==> config.mk <==
export PLATFORM = sky130hd
export DESIGN_NAME = debounce_multi
export DESIGN_NICKNAME = d
export VERILOG_FILES = /design/src/rtl/debounce_multi.sv
export SDC_FILE = /design/constraint.sdc
export NUM_CORES = 1
export LEC_CHECK = 0
export CAP_MARGIN = 20
export CORE_MARGIN = 5
export CORE_UTILIZATION = 55
export CTS_CLUSTER_DIAMETER = 60
export DETAILED_ROUTE_END_ITERATION = 6
export GPL_TIMING_DRIVEN = 1
export PLACE_DENSITY = 0.87
export SYNTH_ARGS = -nofsm -noshare
export SYNTH_HDL_FRONTEND = slang
export SYNTH_SLANG_ARGS = --single-unit
export TNS_END_PERCENT = 1
==> constraint.sdc <==
create_clock -name clk -period 3.9 [get_ports clk]
set_input_delay 0.39 -clock clk [delete_from_list [all_inputs] [get_ports clk]]
set_output_delay 0.39 -clock clk [all_outputs]
set_load 0.02 [all_outputs]
==> src/rtl/debounce_multi.sv <==
`default_nettype none
// ============================================================================
//  Module   : debounce_multi
//  Purpose  : N independent button debouncers. Each channel synchronises its
//             raw input, accepts a new level only after it has persisted for
//             STABLE consecutive cycles, reports accepted edges as one-cycle
//             strobes and issues a PULSE-cycle strobe on every
//             press-then-release.
//  Ports    : clk   - sole clock, rising edge
//             rst   - asynchronous, active-low reset
//             din   - [N-1:0] raw bouncing inputs
//             dout  - [N-1:0] debounced level
//             rise  - [N-1:0] one-cycle strobe, dout 0->1
//             fall  - [N-1:0] one-cycle strobe, dout 1->0
//             pulse - [N-1:0] PULSE-cycle strobe, starts with fall after a press
//  Revision : 1.0 - initial release
// ============================================================================
module debounce_multi #(
    parameter int N      = 4,
    parameter int STABLE = 16,
    parameter int PULSE  = 2
) (
    input  logic         clk,
    input  logic         rst,
    input  logic [N-1:0] din,
    output logic [N-1:0] dout,
    output logic [N-1:0] rise,
    output logic [N-1:0] fall,
    output logic [N-1:0] pulse
);

    localparam int c_SW = $clog2(STABLE + 1);
    localparam int c_PW = $clog2(PULSE + 1);

    localparam logic [c_SW-1:0] c_SMAX = c_SW'(STABLE - 1);
    localparam logic [c_SW-1:0] c_SONE = c_SW'(1);
    localparam logic [c_PW-1:0] c_PMAX = c_PW'(PULSE - 1);
    localparam logic [c_PW-1:0] c_PONE = c_PW'(1);

    localparam logic [1:0] c_IDLE  = 2'd0;
    localparam logic [1:0] c_ARMED = 2'd1;
    localparam logic [1:0] c_PULSE = 2'd2;

    // Two-flop synchroniser for every raw input.
    logic [N-1:0] r_s1;
    logic [N-1:0] r_s2;

    always_ff @(posedge clk or negedge rst) begin
        if (!rst) begin
            r_s1 <= '0;
            r_s2 <= '0;
        end else begin
            r_s1 <= din;
            r_s2 <= r_s1;
        end
    end

    for (genvar i = 0; i < N; i++) begin : g_ch
        logic [c_SW-1:0] r_cnt;
        logic            r_dout;
        logic            r_rise;
        logic            r_fall;
        logic            w_accept;
        logic            w_dout_nxt;
        logic            w_rise_evt;
        logic            w_fall_evt;

        logic [1:0]      r_state;
        logic [1:0]      w_state_nxt;
        logic [c_PW-1:0] r_pcnt;
        logic [c_PW-1:0] w_pcnt_nxt;
        logic            w_pulse;

        // The new level is taken on the STABLE-th consecutive mismatching edge.
        assign w_accept   = (r_s2[i] != r_dout) && (r_cnt == c_SMAX);
        assign w_dout_nxt = w_accept ? r_s2[i] : r_dout;
        assign w_rise_evt = w_accept &&  r_s2[i];
        assign w_fall_evt = w_accept && !r_s2[i];

        always_ff @(posedge clk or negedge rst) begin
            if (!rst) begin
                r_cnt  <= '0;
                r_dout <= 1'b0;
                r_rise <= 1'b0;
                r_fall <= 1'b0;
            end else begin
                if (r_s2[i] == r_dout) begin
                    r_cnt <= '0;
                end else if (w_accept) begin
                    r_cnt  <= '0;
                    r_dout <= r_s2[i];
                end else begin
                    r_cnt <= r_cnt + c_SONE;
                end
                r_rise <= w_rise_evt;
                r_fall <= w_fall_evt;
            end
        end

        // Pulse FSM: state register.
        always_ff @(posedge clk or negedge rst) begin
            if (!rst) begin
                r_state <= c_IDLE;
                r_pcnt  <= '0;
            end else begin
                r_state <= w_state_nxt;
                r_pcnt  <= w_pcnt_nxt;
            end
        end

        // Pulse FSM: next state. Transitions follow the level dout takes on
        // this edge, so the pulse starts together with the fall strobe and a
        // press landing on the last pulse edge is not lost.
        always_comb begin
            w_state_nxt = r_state;
            w_pcnt_nxt  = '0;
            case (r_state)
                c_IDLE: begin
                    if (w_rise_evt) begin
                        w_state_nxt = c_ARMED;
                    end
                end
                c_ARMED: begin
                    if (w_fall_evt) begin
                        w_state_nxt = c_PULSE;
                    end
                end
                c_PULSE: begin
                    if (r_pcnt == c_PMAX) begin
                        w_state_nxt = w_dout_nxt ? c_ARMED : c_IDLE;
                    end else begin
                        w_pcnt_nxt = r_pcnt + c_PONE;
                    end
                end
                default: begin
                    w_state_nxt = c_IDLE;
                end
            endcase
        end

        // Pulse FSM: outputs.
        always_comb begin
            w_pulse = (r_state == c_PULSE);
        end

        assign dout[i]  = r_dout;
        assign rise[i]  = r_rise;
        assign fall[i]  = r_fall;
        assign pulse[i] = w_pulse;
    end

endmodule
`default_nettype wire

==> impl_metrics.toml <==
[cts]
cts_root_buffer = "clkbuf_8"
cts_buffers = 5
cts_hold_buf = 0
h-tree-depth = 2
clockBufferDepth = 2
cts_resized = 0
clk_pin_slew_ns = 0.09
post_cts_buffers = 0
tritoncts = "done"
clock_latency_ns = 0.31
clkSinkCount = 56

[status]
outcome = "finished, final reports clean"

[power_and_ir_drop]
p_per_area_nw_per_um2 = 382
p_leak_nw = 1.33
ir_drop_uv = 265

[synthesis]
netlist_instances = 193
synthFlopType = "dfrtp_1"
ys_seq_area_share_pct = 60.9
yosysUniqueCellTypes = 32
yosysWarnings = 0
synth_edf_count = 0
syn-num-nets = 203
async_flop_share_pct = 100
syn-cell-area_um2 = 2300
synth-seq-cells = 56
syn_area_per_cell_um2 = 11.9

[route]
via_count = 1382
ant_nets = 0
drt_wl_total_um = 3420
drc = 0
drt_first_pass_iters = 4
drt_iter0_markers = 62
wire_per_inst_um = 13.3
vias_per_cell = 5.38

[global_route]
grt_max_degree = 57
grt_use_total_pct = 14.6
grt_pass1_wl_um = 6110
antenna_found_initial = 0
gr-total-overflow = 0
grt_pass1_vias = 1480

[cells_and_area]
fin_util_pct = 63.3
area_growth_pct = 10.9
nets = 216
fin_cells = 257
nFillCells = 307
design_area_um2 = 2550
multi_input_area_um2 = 756
drive_gt1_share_pct = 8.70
seq_area_um2 = 1400
antennaDiodeCount = 0

[floorplanning]
dieWidth_um = 74.7
initial_core_util_pct = 57.1
pin_count = 22
core_um2 = 4030
die_y_um = 74.7
num_rows = 23
die_area_um2 = 5570

[critical_path]
path_buf_inv = 1
cp-end-kind = "output port"
critPathRequiredTime_ns = 3.51
cp_slowest_cell = "clkdlybuf4s50_1"
r2r_slack_ns = 2.37
start_kind = "flop"
critPathMaxFanout = 5
cp_top_family = "buffers and inverters"
critPathArrivalTime_ns = 1.59
slowest_delay_ns = 0.64
path_cells = "nor2b_1, clkdlybuf4s50_1"
path_class = "reg2out"

[timing]
post-route-period-util_pct = 50.8
slew_viol_final = 0
skew_ns = 0.00671
fmax_ghz = 0.505
final.setup.tns_ns = 0
worstMarginPinSlew_ns = 0.679
relSlewSlack_pct = 54.7
grt_setup_unrepaired = "false"
setup_ws_ns = 1.92
hold_viol = 0
period_needed_ns = 1.98
setup_viol = 0

[place]
port-buffer-count = 21
place_area_um2 = 2450
place_ws_ns = 2.24
place.gp.congestion = 0.809
dp_cells = 249
dpl.hpwl_um = 2340

[min_path]
hold_class = "in2async"

[flow_run]
cap_violations = 0
## layout make-up
| cell class | instances | area share (%) |
|---|---|---|
| Sequential cell | 56 | 54.9 |
| Multi-Input combinational cell | 115 | 29.6 |
| Tap cell | 50 | 2.45 |
| Timing Repair Buffer | 22 | 8.34 |
| Clock inverter | 2 | 0.539 |
| Clock buffer | 6 | 3.24 |
| Inverter | 6 | 0.883 |
## stage by stage
| step | power [mW] | hold WS (ns) |
|---|---|---|
| floorplan | 0.637 | 0.0944 |
| finish | 0.975 | 0.191 |
| global placement | 0.658 | 0.334 |
| detailed placement | 0.660 | 0.336 |
| CTS | 0.988 | 0.214 |
| global route | 1.02 | 0.262 |
## synthesized netlist by cell type, types with 2 or more instances
master,number,area (um2)
a31oi_1,4,25.0
nor3b_1,4,30.0
nand3_1,4,20.0
nor2_1,17,63.8
o22ai_1,3,18.8
and2_1,11,68.8
dfrtp_1,56,1400
a22o_1,3,26.3
nand2b_1,3,18.8
xor2_1,12,105
and4b_1,2,20.0
a222oi_1,3,30.0
ha_1,4,50.1
o21ai_0,2,10.0
or3_1,2,12.5
nand2_1,18,67.6
buf_4,16,120
nor2b_1,6,37.5
inv_1,6,22.5
nand4b_1,3,26.3
or2_2,3,18.8
## power breakdown
group / leakage (nW) / switching, mW / total [mW] / internal, mW
Sequential: 0.754 / 0.0130 / 0.608 / 0.595
Combinational: 0.522 / 0.0225 / 0.0391 / 0.0166
Clock: 0.0516 / 0.182 / 0.328 / 0.145
Total: 1.33 / 0.218 / 0.975 / 0.757
## path summary, 6_finish.rpt
path	from	end	depth (start not counted)
min in group clk	r_s1[1]	r_s2[1]	0
hold reg to reg	r_s1[1]	r_s2[1]	0
hold / removal	rst	g_ch[0].r_state[1]	2
setup reg to reg	g_ch[1].r_cnt[0]	g_ch[1].r_state[0]	4
max in group asynchronous	rst	g_ch[3].r_fall	2
setup / recovery	g_ch[3].r_state[0]	pulse[3]	2
## cells by family (layout without fill, tap and decap cells)
| group | count (synthesis) | after routing | share of synthesized area, % |
|---|---|---|---|
| buf+inv | 22 | 36 | 6.20 |
| fa+ha+maj | 4 | 4 | 2.18 |
| xor+xnor | 12 | 12 | 4.57 |
| compound gates | 18 | 18 | 5.71 |
| simple gates | 81 | 81 | 20.4 |
| flops | 56 | 56 | 60.9 |
## registers in the layout (all words and copies together), names as in the netlist
name and cells:
g_ch.r_state 8, g_ch.r_cnt 20, r_s1 4, r_s2 4, g_ch.r_rise 4, g_ch.r_pcnt 8, g_ch.r_fall 4, g_ch.r_dout 4
## routing by layer
| layer | vias to the layer above | global-route usage [%] | wire [um] |
|---|---|---|---|
| li1 | 660 | - | - |
| met1 | 687 | 16.0 | 1480 |
| met2 | 26 | 24.8 | 1690 |
| met3 | 9 | 3.60 | 131 |
| met4 | 0 | 10.5 | 107 |
| met5 | - | 0 | 0 |
## placed cells by master, fill, tap and decap left out, drive strengths merged
cell and n:
a211oi 1, a21oi 1, a222oi 3, a22o 3, a31oi 4, and2 11, and3 2, and4b 2
buf 2, clkbuf 6, clkdlybuf4s50 20, clkinv 1, dfrtp 56, ha 4, inv 7, nand2 18
nand2b 3, nand3 4, nand3b 1, nand4b 5, nor2 17, nor2b 6, nor3b 4, o21ai 2
o22ai 3, o311ai 1, or2 4, or2b 1, or3 2, or3b 1, xor2 12
Power figures use the tool's default switching activity.
